File: config.mk
export PLATFORM = sky130hd
export DESIGN_NAME = keypad_scanner
export DESIGN_NICKNAME = d
export VERILOG_FILES = /design/src/rtl/keypad_scanner_pkg.sv /design/src/rtl/sync_2ff.sv /design/src/rtl/keypad_scanner.sv
export SDC_FILE = /design/constraint.sdc
export NUM_CORES = 1
export LEC_CHECK = 0
export CORE_AREA = 5 5 112 72
export DETAILED_ROUTE_END_ITERATION = 7
export DIE_AREA = 0 0 117 77
export DONT_BUFFER_PORTS = 1
export MAX_ROUTING_LAYER = met4
export SYNTH_ARGS = -nofsm -noshare
export SYNTH_HDL_FRONTEND = slang
export SYNTH_SLANG_ARGS = --single-unit
File: constraint.sdc
create_clock -name clk -period 5.65 [get_ports clk]
set_input_delay 0.2825 -clock clk [delete_from_list [all_inputs] [get_ports clk]]
set_output_delay 0.2825 -clock clk [all_outputs]
set_load 0.005 [all_outputs]
File: src/rtl/keypad_scanner_pkg.sv
// Shared definitions for the 4x4 keypad scanner: FSM encoding, key codes and
// small helpers for one-cold row/column patterns.
package keypad_scanner_pkg;

  typedef enum logic [1:0] {
    SCAN    = 2'd0,
    CONFIRM = 2'd1,
    EMIT    = 2'd2,
    RELEASE = 2'd3
  } scan_state_e;

  // Codes are {row_val, col_val}, both active-low one-cold.
  localparam logic [7:0] KEY_NONE  = 8'h00;
  localparam logic [7:0] ONE       = 8'b1110_1110;
  localparam logic [7:0] TWO       = 8'b1110_1101;
  localparam logic [7:0] THREE     = 8'b1110_1011;
  localparam logic [7:0] PAUSE     = 8'b1110_0111;
  localparam logic [7:0] FOUR      = 8'b1101_1110;
  localparam logic [7:0] FIVE      = 8'b1101_1101;
  localparam logic [7:0] SIX       = 8'b1101_1011;
  localparam logic [7:0] TOGGLE    = 8'b1101_0111;
  localparam logic [7:0] SEVEN     = 8'b1011_1110;
  localparam logic [7:0] EIGHT     = 8'b1011_1101;
  localparam logic [7:0] NINE      = 8'b1011_1011;
  localparam logic [7:0] C         = 8'b1011_0111;
  localparam logic [7:0] BACKSPACE = 8'b0111_1110;
  localparam logic [7:0] ZERO      = 8'b0111_1101;
  localparam logic [7:0] ENTER     = 8'b0111_1011;
  localparam logic [7:0] D         = 8'b0111_0111;

  function automatic logic isOneCold(input logic [3:0] v);
    return (v == 4'b1110) || (v == 4'b1101) || (v == 4'b1011) || (v == 4'b0111);
  endfunction

  function automatic logic [3:0] colDrive(input logic [1:0] idx);
    return ~(4'b0001 << idx);
  endfunction

endpackage

File: src/rtl/sync_2ff.sv
// Two-flop synchroniser for asynchronous level inputs; the reset value is a
// port so pulled-up lines can come out of reset in their idle state.
module sync_2ff #(
  parameter int WIDTH = 1
) (
  input  logic             clk,
  input  logic             rst_n,
  input  logic [WIDTH-1:0] i_rst_val,
  input  logic [WIDTH-1:0] i_d,
  output logic [WIDTH-1:0] o_q
);

  logic [WIDTH-1:0] r_meta;
  logic [WIDTH-1:0] r_sync;

  always_ff @(posedge clk or negedge rst_n) begin
    if (!rst_n) begin
      r_meta <= i_rst_val;
      r_sync <= i_rst_val;
    end else begin
      r_meta <= i_d;
      r_sync <= r_meta;
    end
  end

  assign o_q = r_sync;

endmodule

File: src/rtl/keypad_scanner.sv
// 4x4 keypad scanner: drives columns one-cold, debounces the synchronised rows
// and emits one single-cycle {row, col} code per key press.
module keypad_scanner
  import keypad_scanner_pkg::*;
#(
  parameter int SETTLE_CYCLES   = 1000,
  parameter int DEBOUNCE_CYCLES = 2_000_000
) (
  input  logic       clk,
  input  logic       rst_n,
  input  logic [3:0] row_in,
  output logic [3:0] col_out,
  output logic [7:0] key_coord
);

  localparam int SETTLE_W = (SETTLE_CYCLES > 1) ? $clog2(SETTLE_CYCLES) : 1;
  localparam int DEB_W    = (DEBOUNCE_CYCLES > 1) ? $clog2(DEBOUNCE_CYCLES) : 1;
  localparam logic [SETTLE_W-1:0] SETTLE_LAST = SETTLE_W'(SETTLE_CYCLES - 1);
  localparam logic [DEB_W-1:0]    DEB_LAST    = DEB_W'(DEBOUNCE_CYCLES - 1);

  logic [3:0]          w_rows_s;
  scan_state_e         r_state;
  scan_state_e         w_state_next;
  logic [1:0]          r_col_idx;
  logic [SETTLE_W-1:0] r_settle_cnt;
  logic [DEB_W-1:0]    r_deb_cnt;
  logic [3:0]          r_row_l;
  logic [3:0]          r_col_l;
  logic [7:0]          r_key_coord;
  logic [7:0]          w_key_next;

  logic w_settle_done;
  logic w_deb_done;
  logic w_one_cold;
  logic w_row_match;
  logic w_rows_idle;

  sync_2ff #(.WIDTH(4)) u_row_sync (
    .clk       (clk),
    .rst_n     (rst_n),
    .i_rst_val (4'hF),
    .i_d       (row_in),
    .o_q       (w_rows_s)
  );

  assign w_settle_done = (r_settle_cnt == SETTLE_LAST);
  assign w_deb_done    = (r_deb_cnt == DEB_LAST);
  assign w_one_cold    = isOneCold(w_rows_s);
  assign w_row_match   = (w_rows_s == r_row_l);
  assign w_rows_idle   = (w_rows_s == 4'hF);

  always_ff @(posedge clk or negedge rst_n) begin
    if (!rst_n) r_state <= SCAN;
    else        r_state <= w_state_next;
  end

  always_comb begin
    w_state_next = r_state;
    case (r_state)
      SCAN:    if (w_settle_done && w_one_cold) w_state_next = CONFIRM;
      CONFIRM: begin
        if (!w_row_match)    w_state_next = SCAN;
        else if (w_deb_done) w_state_next = EMIT;
      end
      EMIT:    w_state_next = RELEASE;
      RELEASE: if (w_rows_idle && w_deb_done) w_state_next = SCAN;
      default: w_state_next = SCAN;
    endcase
  end

  // key_coord is registered from the next state so it is high exactly in EMIT.
  always_comb begin
    col_out    = colDrive(r_col_idx);
    w_key_next = (w_state_next == EMIT) ? {r_row_l, r_col_l} : KEY_NONE;
  end

  always_ff @(posedge clk or negedge rst_n) begin
    if (!rst_n) begin
      r_col_idx    <= 2'd0;
      r_settle_cnt <= '0;
      r_deb_cnt    <= '0;
      r_row_l      <= 4'hF;
      r_col_l      <= 4'hF;
      r_key_coord  <= KEY_NONE;
    end else begin
      r_key_coord <= w_key_next;
      case (r_state)
        SCAN: begin
          if (w_settle_done) begin
            r_settle_cnt <= '0;
            if (w_one_cold) begin
              r_row_l   <= w_rows_s;
              r_col_l   <= col_out;
              r_deb_cnt <= '0;
            end else begin
              r_col_idx <= r_col_idx + 2'd1;
            end
          end else begin
            r_settle_cnt <= r_settle_cnt + 1'b1;
          end
        end
        CONFIRM: begin
          if (!w_row_match)    r_col_idx <= r_col_idx + 2'd1;
          else if (!w_deb_done) r_deb_cnt <= r_deb_cnt + 1'b1;
        end
        EMIT: r_deb_cnt <= '0;
        RELEASE: begin
          if (!w_rows_idle) begin
            r_deb_cnt <= '0;
          end else if (w_deb_done) begin
            r_col_idx    <= r_col_idx + 2'd1;
            r_settle_cnt <= '0;
          end else begin
            r_deb_cnt <= r_deb_cnt + 1'b1;
          end
        end
        default: ;
      endcase
    end
  end

  assign key_coord = r_key_coord;

endmodule

==> impl_metrics.csv <==
group,metric,value,unit
status,outcome,"completed",
placement,place.gp.congestion,0.8349,
clock_network,htree_levels,3,
timing,slew_viol_final,0,
critical_path,cp-start-kind,"flop",
finish,drive_gt1_share,17.00,%
synthesis,synth_top_area_cell,"dfrtp_1",
synthesis,synth_cell_types,57,
timing,max_freq,0.4091,GHz
global_route,grt_max_degree,60,
global_route,first_global_vias,2025,
finish,seq_area,0.001496,mm2
clock_network,cts_sinks,59,
clock_network,postCtsSetupBuffers,0,
clock_network,ctsResizeCount,0,
finish,multi_input_area,0.001374,mm2
synthesis,syn_nets,305,
critical_path,cpPeakStageDelay,0.58,ns
clock_network,root_buffer,"clkbuf_16",
timing,hold_viol,0,
timing,setup_ws,3.206,ns
synthesis,synth_mux_area_share,3.349,%
synthesis,yosysSeqAreaShare,50.06,%
clock_network,cts_buffers,9,
synthesis,yosys.area_share.simple,19.72,%
drt,num_vias,2233,
power_and_ir_drop,p_leak,1.423,nW
finish,post-route-util,49.62,%
timing,worst_pin_slew,0.7493,ns
critical_path,critPathMaxFanout,39,
floorplan,die_y,77,um
power_and_ir_drop,power.density,310.1,mW/mm2
placement,place_ws,3.250,ns
synthesis,ys_top_cells_by_count,"dfrtp_1 (43), nand2_1 (26), o21ai_0 (22)",
timing,setup_viol,0,
clock_network,postCtsHoldBufs,6,
drt,via_per_inst,5.711,
global_route,antenna_found_initial,0,
clock_network,clk_path_buf_depth,2,
timing,rsz0062_at_grt,"false",
placement,dp_hpwl,4.401,mm
floorplan,pin_count,18,
floorplan,die_w,117,um
floorplan,start_util,42.91,%
drt,ant_nets,0,
floorplan,core_area,0.006967,mm2
synthesis,synth_compound_area_share,18.04,%
synthesis,postSynth.topFlopCell,"dfrtp_1",
critical_path,worstPathRequired,5.87,ns
global_route,overflow,0,
drt,avgRoutedWirePerCell,16.14,um
timing,fin_tns_setup,0,ns
global_route,grt_pass1_wl,10.47,mm
synthesis,synth_xor_area_share,2.344,%
finish,n_fill_cell,644,
critical_path,crit_type,"reg -> reg",
synthesis,synth_top_family_by_area,"simple AND/OR/NAND/NOR gates",
synthesis,synth_warnings,0,
finish,antenna_cells,0,
synthesis,ys_ff_latch,59,
synthesis,synth_area,0.002989,mm2
critical_path,end_kind,"flop",
drt,drtIter0Drc,178,
drt,drcViolationCount,0,
synthesis,synth_most_common_cell,"dfrtp_1",
timing,max_slew_margin,49.66,%
global_route,track_usage,15.59,%
clock_network,clock_latency,0.33,ns
synthesis,async_reset_ff_share,100.0,%
clock_network,cts_tree,"done",
power_and_ir_drop,vdd_ir_drop_max,0.2332,mV
clock_network,clkTransAtPathRegs,0.05,ns
finish,areaGrowthSynthToFinish,15.66,%
synthesis,yosysTopAreaCellShare,36.00,%
critical_path,critPathSlowestCell,"dfstp_2",
synthesis,synth_fa_ha_area_share,2.512,%
critical_path,crit_chain,"xor2_1 -> nor4_2 -> o221ai_2 -> buf_4 -> nand2b_1 -> o41ai_1",
finish,nets,307,
floorplan,dieArea,0.009009,mm2
critical_path,arrival,2.66,ns
drt,drt_first_pass_iters,6,
min_path,min_path_type,"reg -> reg",
synthesis,synth_edf_count,0,
flow_run,drv_cap,0,
placement,portBuffers,0,
timing,min_period_over_period,43.27,%
synthesis,synthTopCellsByArea,"dfrtp_1 (36%), dfstp_2 (14%), o21ai_0 (3.7%)",
synthesis,syn_avg_cell_area,10.20,um2
drt,drt-total-wl,6.311,mm
synthesis,synthCells,293,
timing,finalClockSkew,0.008466,ns
floorplan,num_rows,24,
timing,fin_crit,2.444,ns
power_and_ir_drop,power.total,1.072,mW
timing,timing.hold.ws,0.3532,ns
-- where the power goes --
part	switching, mW	internal, mW
Combinational	0.0105	0.00633
Sequential	0.00409	0.429
Clock	0.192	0.431
Total	0.206	0.866
-- per-layer routing --
| metal | routed length (um) | vias up | GRT usage (%) |
|---|---|---|---|
| met4 | 46 | 0 | 3.780 |
| met2 | 2289 | 61 | 17.20 |
| met1 | 3582 | 1069 | 24.73 |
| met3 | 392 | 6 | 7.002 |
| li1 | - | 1097 | - |
| met5 | 0 | - | - |
-- logic make-up after synthesis --
kind of cell    Yosys count
compound gates           79
xor+xnor                  8
fa+ha+maj                 6
buf+inv                  28
flops                    59
mux                       9
simple gates            104
-- worst max-delay path, delay by kind of cell, from the launching register on --
kind | cells | cell delay [ns]
flops | 1 | 0.58
compound gates | 2 | 0.52
buf+inv | 1 | 0.26
simple gates | 2 | 0.87
xor+xnor | 1 | 0.09
-- stage by stage --
stage          cells  area, um2
4_1_cts          391       3457
2_1_floorplan    293       2989
5_1_grt          391       3457
3_3_place_gp     369       3037
6_report         391       3457
3_5_place_dp     369       3037
-- final cells by class --
class / count / area share, %
clock buffers: 10 / 6.623
clock inverters: 6 / 3.294
inverters: 12 / 1.303
multi-input cells: 206 / 39.74
flip-flops and latches: 59 / 43.29
well taps: 91 / 3.294
repair buffers: 7 / 2.461
-- flip-flops by register name, indices dropped and copies added, names as in the netlist --
name               cells
r_deb_cnt             21
r_settle_cnt          10
key_coord              8
r_col_l                4
r_row_l                4
u_row_sync.o_q         4
u_row_sync.r_meta      4
r_col_idx              2
r_state                2
-- cells in the final DEF (no fill, tap or decap), types with 5 or more instances in the layout --
cell,n
xor2_1,6
o21ai_0,22
dfstp_2,16
clkbuf_16,9
a31oi_1,11
or4_1,6
a21oi_1,10
nand4_1,5
inv_1,12
o31ai_1,8
and2_1,9
ha_1,6
dlygate4sd3_1,5
dfrtp_1,43
nor2_1,14
nand2_1,26
nand3_1,15
-- worst paths after layout --
check	endpoint	slack, ns	cells after the start	start
worst max-delay path	r_deb_cnt[12]	3.21	6	u_row_sync.o_q[1]
worst min-delay path	u_row_sync.o_q[2]	0.35	0	u_row_sync.r_meta[2]
worst max register to register	r_deb_cnt[12]	3.21	6	u_row_sync.o_q[1]
worst min register to register	u_row_sync.o_q[2]	0.35	0	u_row_sync.r_meta[2]
max in group asynchronous	r_row_l[0]	4.88	2	rst_n
min in group asynchronous	r_deb_cnt[2]	0.47	2	rst_n
(Power assumes the default switching activity.)
